**config.mk**
```make
export PLATFORM = sky130hd
export DESIGN_NAME = serial_alu
export DESIGN_NICKNAME = d
export VERILOG_FILES = /design/src/rtl/alu_pkg.sv /design/src/rtl/serial_alu_slice.sv /design/src/rtl/serial_alu.sv
export SDC_FILE = /design/constraint.sdc
export NUM_CORES = 1
export LEC_CHECK = 0
export ABC_AREA = 1
export CAP_MARGIN = 25
export CORE_MARGIN = 3
export CORE_UTILIZATION = 30
export CTS_CLUSTER_DIAMETER = 40
export DETAILED_ROUTE_END_ITERATION = 7
export GPL_TIMING_DRIVEN = 0
export PLACE_DENSITY = 0.5
export SLEW_MARGIN = 20
export SYNTH_ARGS = -nofsm -noshare
export SYNTH_HDL_FRONTEND = slang
export SYNTH_SLANG_ARGS = --single-unit
```
**constraint.sdc**
```tcl
create_clock -name clk -period 4.9 [get_ports clk]
set_input_delay 0.98 -clock clk [delete_from_list [all_inputs] [get_ports clk]]
set_output_delay 0.98 -clock clk [all_outputs]
set_load 0.01 [all_outputs]
```
**src/rtl/alu_pkg.sv**
```systemverilog
// ---------------------------------------------------------------------------
// alu_pkg
// Shared definitions for the ALUControl interface. These are the codes the ALU
// decoder emits and the serial execution unit consumes. The package also holds
// the state encoding of the serial ALU control FSM.
// ---------------------------------------------------------------------------
package alu_pkg;

   localparam logic [2:0] ALU_ADD = 3'b000;
   localparam logic [2:0] ALU_SUB = 3'b001;
   localparam logic [2:0] ALU_OR  = 3'b011;
   localparam logic [2:0] ALU_AND = 3'b100;
   localparam logic [2:0] ALU_SLT = 3'b101;

   typedef enum logic [1:0] {
      IDLE = 2'd0,
      BUSY = 2'd1,
      DONE = 2'd2
   } alu_state_t;

   function automatic logic alu_code_legal(input logic [2:0] op);
      return (op == ALU_ADD) || (op == ALU_SUB) || (op == ALU_OR) ||
             (op == ALU_AND) || (op == ALU_SLT);
   endfunction

   // SUB and SLT both run as A + ~B + 1 through the digit adder.
   function automatic logic alu_code_subtracts(input logic [2:0] op);
      return (op == ALU_SUB) || (op == ALU_SLT);
   endfunction

endpackage

```
**src/rtl/serial_alu_slice.sv**
```systemverilog
// ---------------------------------------------------------------------------
// serial_alu_slice
// Combinational DIGIT-bit datapath slice of the serial ALU.
//   a, b      : operand digits
//   carry_in  : carry from the previous (less significant) digit
//   op        : ALUControl code
//   digit     : sum / difference / logic result digit
//   carry_out : carry into the next digit (0 for logic ops)
// ---------------------------------------------------------------------------
module serial_alu_slice
   import alu_pkg::*;
#(
   parameter int DIGIT = 4
) (
   input  logic [DIGIT-1:0] a,
   input  logic [DIGIT-1:0] b,
   input  logic             carry_in,
   input  logic [2:0]       op,
   output logic [DIGIT-1:0] digit,
   output logic             carry_out
);

   logic [DIGIT:0] sum;

   always_comb begin
      sum       = '0;
      digit     = '0;
      carry_out = 1'b0;
      case (op)
         ALU_ADD: begin
            sum       = {1'b0, a} + {1'b0, b} + {{DIGIT{1'b0}}, carry_in};
            digit     = sum[DIGIT-1:0];
            carry_out = sum[DIGIT];
         end
         ALU_SUB, ALU_SLT: begin
            sum       = {1'b0, a} + {1'b0, ~b} + {{DIGIT{1'b0}}, carry_in};
            digit     = sum[DIGIT-1:0];
            carry_out = sum[DIGIT];
         end
         ALU_OR:  digit = a | b;
         ALU_AND: digit = a & b;
         default: ;
      endcase
   end

endmodule

```
**src/rtl/serial_alu.sv**
```systemverilog
// ---------------------------------------------------------------------------
// serial_alu
// Digit-serial execution unit for the ALUControl interface. It processes DIGIT
// bits per cycle, LSB first, and takes WIDTH/DIGIT BUSY cycles per legal
// operation. Illegal codes complete at once with result 0 and illegal=1.
//   clk, reset              : clock, asynchronous active-high reset
//   in_valid / in_ready     : request handshake (in_ready high only in IDLE)
//   alu_control, src_a/b    : operation code and operands, latched on accept
//   out_valid / out_ready   : result handshake; outputs frozen until accepted
//   result, zero, illegal   : operation result, result==0, unsupported code
// WIDTH must be a multiple of DIGIT and larger than DIGIT.
// ---------------------------------------------------------------------------
module serial_alu
   import alu_pkg::*;
#(
   parameter int WIDTH = 32,
   parameter int DIGIT = 4
) (
   input  logic             clk,
   input  logic             reset,
   input  logic             in_valid,
   output logic             in_ready,
   input  logic [2:0]       alu_control,
   input  logic [WIDTH-1:0] src_a,
   input  logic [WIDTH-1:0] src_b,
   output logic             out_valid,
   input  logic             out_ready,
   output logic [WIDTH-1:0] result,
   output logic             zero,
   output logic             illegal
);

   localparam int N     = WIDTH / DIGIT;
   localparam int CNT_W = (N > 1) ? $clog2(N) : 1;
   localparam logic [CNT_W-1:0] LAST = CNT_W'(N - 1);

   alu_state_t       state_q, state_d;
   logic [WIDTH-1:0] a_q, a_d, b_q, b_d, res_q, res_d;
   logic [2:0]       op_q, op_d;
   logic             a_msb_q, a_msb_d, b_msb_q, b_msb_d;
   logic             carry_q, carry_d;
   logic [CNT_W-1:0] cnt_q, cnt_d;
   logic             zero_q, zero_d, illegal_q, illegal_d;
   logic             in_ready_q, in_ready_d, out_valid_q, out_valid_d;

   logic [DIGIT-1:0] slice_digit;
   logic             slice_carry;
   logic             lt;

   // Operands are shifted right each BUSY cycle, so the digit under work is
   // always the low digit; the sign bits are kept aside for SLT.
   serial_alu_slice #(.DIGIT(DIGIT)) u_slice (
      .a         (a_q[DIGIT-1:0]),
      .b         (b_q[DIGIT-1:0]),
      .carry_in  (carry_q),
      .op        (op_q),
      .digit     (slice_digit),
      .carry_out (slice_carry)
   );

   // Signed less-than: differing signs decide directly, otherwise the sign of
   // the difference (no overflow is possible when the signs match).
   assign lt = (a_msb_q != b_msb_q) ? a_msb_q : slice_digit[DIGIT-1];

   always_comb begin
      state_d     = state_q;
      a_d         = a_q;
      b_d         = b_q;
      op_d        = op_q;
      a_msb_d     = a_msb_q;
      b_msb_d     = b_msb_q;
      carry_d     = carry_q;
      cnt_d       = cnt_q;
      res_d       = res_q;
      zero_d      = zero_q;
      illegal_d   = illegal_q;
      in_ready_d  = in_ready_q;
      out_valid_d = out_valid_q;
      case (state_q)
         IDLE: begin
            if (in_valid) begin
               a_d        = src_a;
               b_d        = src_b;
               op_d       = alu_control;
               a_msb_d    = src_a[WIDTH-1];
               b_msb_d    = src_b[WIDTH-1];
               res_d      = '0;
               zero_d     = 1'b1;
               in_ready_d = 1'b0;
               if (alu_code_legal(alu_control)) begin
                  state_d   = BUSY;
                  cnt_d     = '0;
                  carry_d   = alu_code_subtracts(alu_control);
                  illegal_d = 1'b0;
               end else begin
                  state_d     = DONE;
                  illegal_d   = 1'b1;
                  out_valid_d = 1'b1;
               end
            end
         end
         BUSY: begin
            a_d     = a_q >> DIGIT;
            b_d     = b_q >> DIGIT;
            carry_d = slice_carry;
            cnt_d   = cnt_q + 1'b1;
            // Digits enter at the MSB end; after N shifts digit 0 sits at the LSB.
            res_d   = {slice_digit, res_q[WIDTH-1:DIGIT]};
            zero_d  = zero_q & ~(|slice_digit);
            if (cnt_q == LAST) begin
               state_d     = DONE;
               cnt_d       = '0;
               out_valid_d = 1'b1;
               if (op_q == ALU_SLT) begin
                  res_d  = {{(WIDTH-1){1'b0}}, lt};
                  zero_d = ~lt;
               end
            end
         end
         DONE: begin
            if (out_ready) begin
               state_d     = IDLE;
               out_valid_d = 1'b0;
               in_ready_d  = 1'b1;
            end
         end
         default: begin
            state_d     = IDLE;
            in_ready_d  = 1'b1;
            out_valid_d = 1'b0;
         end
      endcase
   end

   always_ff @(posedge clk or posedge reset) begin
      if (reset) begin
         state_q     <= IDLE;
         a_q         <= '0;
         b_q         <= '0;
         op_q        <= '0;
         a_msb_q     <= 1'b0;
         b_msb_q     <= 1'b0;
         carry_q     <= 1'b0;
         cnt_q       <= '0;
         res_q       <= '0;
         zero_q      <= 1'b0;
         illegal_q   <= 1'b0;
         in_ready_q  <= 1'b1;
         out_valid_q <= 1'b0;
      end else begin
         state_q     <= state_d;
         a_q         <= a_d;
         b_q         <= b_d;
         op_q        <= op_d;
         a_msb_q     <= a_msb_d;
         b_msb_q     <= b_msb_d;
         carry_q     <= carry_d;
         cnt_q       <= cnt_d;
         res_q       <= res_d;
         zero_q      <= zero_d;
         illegal_q   <= illegal_d;
         in_ready_q  <= in_ready_d;
         out_valid_q <= out_valid_d;
      end
   end

   assign in_ready  = in_ready_q;
   assign out_valid = out_valid_q;
   assign result    = res_q;
   assign zero      = zero_q;
   assign illegal   = illegal_q;

endmodule

```
# Word level (Yosys, flattened, before mapping)
# Index checks and enable logic that the tools add are counted.
# word_totals
ff_bits	111
latch_bits	0
ramBits	0
rom_bits	0
output_inout_bits	36
wordCells	95
memories	0
# classes
addsub	5
n_mul	0
n_div	0
n_lt_le_gt_ge	0
eq_ne	17
shifts	0
muxes	36
bitwise	7
reduce_logical	17
# op_table
cell	n
$pmux 32 s2	3
$mux 32	5
$pmux 4 s4	1
$eq 3x3->1 const B	5
$mux 1	13
$add 4x4->5	2
$add 5x1->5	2
$ne 2x2->1 const B	5
$mux 3	3
$reduce_and 3->1	3
$mux 2	4
$eq 3x1->1 const B	2
$eq 3x2->1 const B	2
$logic_not 3->1	2
$pmux 1 s2	3
$pmux 1 s3	2
$pmux 2 s3	1
$pmux 3 s2	1
$logic_or 1x1->1	5
$and 4x4->4	1
$not 4->4	1
$or 4x4->4	1
$reduce_and 2->1	2
$reduce_and 4->1	1
other kinds (10)	12

# Depth between registers and ports, before layout
# depth
word_depth	10
depth_mapped	15

# Modules after synthesis
# From an unflattened synthesis, not the netlist that was laid out.
# unflattened
hier_cells	629
area_unflattened_um2	5426.5
# modules_own_cells
module	instances	cells_per_inst	area_each_um2	seq_area_each_um2
serial_alu	1	554	4919.7	2778.9
serial_alu_slice	1	75	506.7	0.0

# Worst setup path after synthesis
# Ideal clock, no wire load.
# synth_path
kind	reg-to-reg
startpoint	register a_q[0]
endpoint	register zero_q, in the netlist zero
setup_time_ns	0.071
arrival_ns	1.939
required_ns	4.829
path_slack_ns	2.890
path_stages_with_launch	13
synth_period_minus_slack_ns	2.010
path_cell_list	dfrtp_1 > inv_1 > fa_1 > fa_1 > nand3b_1 > nand2_1 > nor2_1 > nand2_1 > nor2_1 > nand2_1 > nand2_1 > nor2_1 > nor2_1
# synth_via
elab_chain_cells	9
# synth_lines
item	line	text
start: declaration	serial_alu.sv:38	logic [WIDTH-1:0] a_q, a_d, b_q, b_d, res_q, res_d;
start signal: assignment	serial_alu.sv:138	a_q <= '0;
start signal: assignment	serial_alu.sv:152	a_q <= a_d;
$add 4x4->5, on equally long branches	serial_alu_slice.sv:36, serial_alu_slice.sv:31	
$add 5x1->5, on equally long branches	serial_alu_slice.sv:36, serial_alu_slice.sv:31	
$pmux 4 s4 (*)	serial_alu_slice.sv:29	case (op)
$reduce_or 4->1	serial_alu.sv:109	zero_d = zero_q & ~(|slice_digit);
$not 1->1	serial_alu.sv:109	
$and 1x1->1	serial_alu.sv:109	
$mux 1	serial_alu.sv:114	if (op_q == ALU_SLT) begin
$mux 1 (*)	serial_alu.sv:110	if (cnt_q == LAST) begin
$pmux 1 s2 (*)	serial_alu.sv:79	case (state_q)
end signal: assignment	serial_alu.sv:160	zero_q <= zero_d;
end: declaration	serial_alu.sv:43	logic zero_q, zero_d, illegal_q, illegal_d;
# Every way passes the cells marked *; elsewhere a longest branch is shown, timed or not.
# A chain may end at the register's enable or synchronous reset.

# Worst setup path after layout
# layout_path
startpoint	register in_ready_q, in the netlist in_ready
endpoint	output in_ready
# layout_lines
item	line	text
start: declaration	serial_alu.sv:44	logic in_ready_q, in_ready_d, out_valid_q, out_valid_d;
start signal: assignment	serial_alu.sv:162	in_ready_q <= in_ready_d;
end: declaration	serial_alu.sv:22	output logic in_ready,
# No word-level cell between the ends.

==> results.cfg <==
[die]
chipHeight_um = 140
initial_core_util = 0.309
placeableCoreArea_um2 = 17400
die_area_um2 = 19600
rows = 48
top_level_ports = 107
fp.dieW_um = 140

[cells_and_area]
finalNetCount = 821
area.growth.synth_to_final_pct = 31.3
n_fill_cell = 1777
antenna-diode-count = 0
fraction_of_final_layout_cells_sized_beyond_drive_strength_1 = 0.0854

[power]
power_per_cell_area_nw_per_um2 = 632
vdd_ir_drop_max_mv = 0.219
leakagePower_nw = 3.21

[timing]
final-setup-viol-count = 0
post-route-worst-setup-slack_ns = 2.50
worst_pin_slew_ns = 0.576
timing.final.hold_violations = 0
hold_ws_ns = 0.488
timing.max_slew.rel_slack = 0.612
fin_crit_sh = 0.490
finalClockSkew_ns = 0.00947
fmax_ghz = 0.417
layout_min_cycle_time_ns = 2.40
slew_violations = 0
unrepaired_setup_endpoints_after_global_routing = false

[detailed_routing]
via_count = 4522
totalWireLength_um = 14200
drc = 0
drt_first_pass_iters = 7
first_iter_violations = 192
post_drt_wl_per_cell_um = 14.7
vias_per_cell = 4.70
postRouteAntennaNets = 0

[global_route]
grt_max_degree = 76
wire_length_of_the_first_global_routing_pass_um = 23500
first_global_vias = 4640
antenna_violations_before_repair = 0
grt_overflow = 0
track_usage = 0.148

[logic_synthesis]
ys.flop_type = sky130_fd_sc_hd__dfrtp_1
yosys_warnings = 0
number_of_different_library_cells_in_the_post_synthesis_netlist = 28
synth.net_count = 703
syn_area_per_cell_um2 = 8.75
synth_enable_flop_cells = 0
post_synth_instance_area_um2 = 5380
ys_async_sr_fraction = 1.00
post_synthesis_sequential_area_ratio = 0.516
synth_cells = 615
synth-seq-cells = 111

[clocking]
cts_repair_resize_count = 0
cts.hold.buffers_added = 0
postCtsSetupRepairBufs = 0
htreeDepth = 3
clk-insertion-delay-late_ns = 0.36
cts.root.buffer_cell = sky130_fd_sc_hd__clkbuf_16
clock_sink_count = 111
clk_pin_slew_worst_paths_ns = 0.07
cts-root-to-sink-buffers = 2
clock_tree_from_tritoncts = done
numCtsBuffers = 9

[setup_path]
cp.buffers_inverters = 1
crit_type = reg -> out
worst_setup_path_start_kind = flip-flop
path_cells = clkdlybuf4s50_1
crit_path_max_incr_delay_ns = 0.54
crit_family = flip-flops
critPathArrivalTime_ns = 1.42
timing.critical_path.required_ns = 3.92
critPathCaptureType = output port
critical-path-slowest-cell = sky130_fd_sc_hd__dfstp_2
path_max_fanout = 2

[outcome]
outcome = finished clean

[placement]
portBuffers = 106
dpl.hpwl_um = 10700
globalplace.congestion = 0.804
place_ws_ns = 2.29

[min_path]
worst_min_delay_path_class = reg -> reg

[flow_run]
max_cap_violations = 0
-- final timing paths --
check	startpoint	depth (start not counted)	slack, ns	endpoint
min in group asynchronous	reset	2	0.98	result[3]$_DFFE_PP0P_
min reg2reg	result[1]$_DFFE_PP0P_	2	0.49	result[1]$_DFFE_PP0P_
min	result[1]$_DFFE_PP0P_	2	0.49	result[1]$_DFFE_PP0P_
max	in_ready$_DFFE_PP1P_	1	2.50	in_ready
max in group asynchronous	reset	3	3.22	a_q[2]$_DFFE_PP0P_
max reg2reg	b_q[0]$_DFFE_PP0P_	12	2.61	zero$_DFFE_PP0P_
-- routing by layer --
metal  GRT usage  vias up  wire [um]
met5           0        -          0
met4      0.0352        0        148
met3      0.0427       10        711
met2       0.233      109       6530
met1       0.205     2152       6780
li1            -     2251          -
-- registers in the layout, indices dropped and copies added, names as in the netlist, 2 cells and up --
signal and flops:
a_q 32, b_q 32, cnt_q 3, op_q 3, result 32, state_q 2
-- synthesized netlist by cell type, types with 2 or more instances --
master	instances	area [um^2]
sky130_fd_sc_hd__o21ai_0	60	300
sky130_fd_sc_hd__nand2_2	2	12.5
sky130_fd_sc_hd__a21oi_1	6	30.0
sky130_fd_sc_hd__inv_2	2	7.51
sky130_fd_sc_hd__fa_1	4	80.1
sky130_fd_sc_hd__nand3_1	12	60.1
sky130_fd_sc_hd__clkbuf_1	3	11.3
sky130_fd_sc_hd__dfrtp_1	110	2750
sky130_fd_sc_hd__o22ai_1	29	181
sky130_fd_sc_hd__nand2_1	112	420
sky130_fd_sc_hd__nand3b_1	2	15.0
sky130_fd_sc_hd__ha_1	13	163
sky130_fd_sc_hd__a22o_1	3	26.3
sky130_fd_sc_hd__buf_6	2	22.5
sky130_fd_sc_hd__nor2_2	5	31.3
sky130_fd_sc_hd__buf_2	28	140
sky130_fd_sc_hd__nor2_1	14	52.6
sky130_fd_sc_hd__o211ai_1	56	420
sky130_fd_sc_hd__o21ai_1	23	115
sky130_fd_sc_hd__inv_1	121	454
-- layout make-up --
cell class	count	area (um^2)	area share
plain buffers	34	181	0.0257
clock buffers	10	239	0.0338
clock inverters	6	68.8	0.00974
inverters	123	467	0.0660
multi-input cells	347	1960	0.278
flip-flops and latches	111	2780	0.393
well taps	225	282	0.0398
repair buffers	107	1090	0.154
-- stage by stage --
stage	instance area, um^2	utilization	TNS (ns)	std cells	power [mW]
2_1_floorplan	5380	-	0	615	3.00
3_3_place_gp	6730	0.386	-85.04	946	3.68
3_5_place_dp	6760	0.388	0	947	3.74
4_1_cts	7070	0.406	0	963	4.53
5_1_grt	7070	0.406	0	963	4.90
6_report	7070	0.406	0	963	4.47
-- placed cells by master, fill, tap and decap left out --
cell	count
sky130_fd_sc_hd__nor2_2	5
sky130_fd_sc_hd__nand2_2	2
sky130_fd_sc_hd__o21ai_1	23
sky130_fd_sc_hd__clkinv_2	1
sky130_fd_sc_hd__nor2_4	1
sky130_fd_sc_hd__a21oi_2	1
sky130_fd_sc_hd__a21oi_1	6
sky130_fd_sc_hd__buf_4	1
sky130_fd_sc_hd__nor3_1	1
sky130_fd_sc_hd__fa_1	4
sky130_fd_sc_hd__ha_1	13
sky130_fd_sc_hd__nand3_1	12
sky130_fd_sc_hd__a221oi_1	1
sky130_fd_sc_hd__clkbuf_8	1
sky130_fd_sc_hd__clkinvlp_4	3
sky130_fd_sc_hd__inv_6	1
sky130_fd_sc_hd__nor2_1	14
sky130_fd_sc_hd__a22o_1	3
sky130_fd_sc_hd__o21ai_0	60
sky130_fd_sc_hd__inv_2	2
sky130_fd_sc_hd__bufinv_16	1
sky130_fd_sc_hd__buf_2	28
sky130_fd_sc_hd__o21ai_2	1
sky130_fd_sc_hd__dfstp_2	1
sky130_fd_sc_hd__inv_1	120
sky130_fd_sc_hd__clkdlybuf4s50_1	106
sky130_fd_sc_hd__clkbuf_16	9
sky130_fd_sc_hd__buf_16	1
sky130_fd_sc_hd__nand2_4	1
sky130_fd_sc_hd__dfrtp_1	110
sky130_fd_sc_hd__buf_6	2
sky130_fd_sc_hd__nand2_1	112
sky130_fd_sc_hd__clkbuf_1	3
sky130_fd_sc_hd__nand3b_1	2
sky130_fd_sc_hd__inv_8	1
sky130_fd_sc_hd__o211ai_1	56
sky130_fd_sc_hd__o22ai_1	29
-- worst min-delay path, stage by stage, from the launching register on --
cell and delay, ns:
sky130_fd_sc_hd__dfrtp_1 0.35, sky130_fd_sc_hd__nand2_1 0.05, sky130_fd_sc_hd__o21ai_0 0.06
-- power breakdown --
| part | total (mW) | internal (mW) | switching (mW) |
|---|---|---|---|
| Clock | 0.770 | 0.414 | 0.357 |
| Sequential | 1.47 | 1.30 | 0.164 |
| Combinational | 2.23 | 0.846 | 1.38 |
| Total | 4.47 | 2.56 | 1.90 |
-- cells by family after synthesis --
kind of cell	Yosys count	synth area share
AOI/OAI and AO/OA	180	0.204
buffers and inverters	157	0.119
and+or+nand+nor	150	0.115
DFF	111	0.516
adders and majority gates	17	0.0451
(Power assumes the default switching activity.)
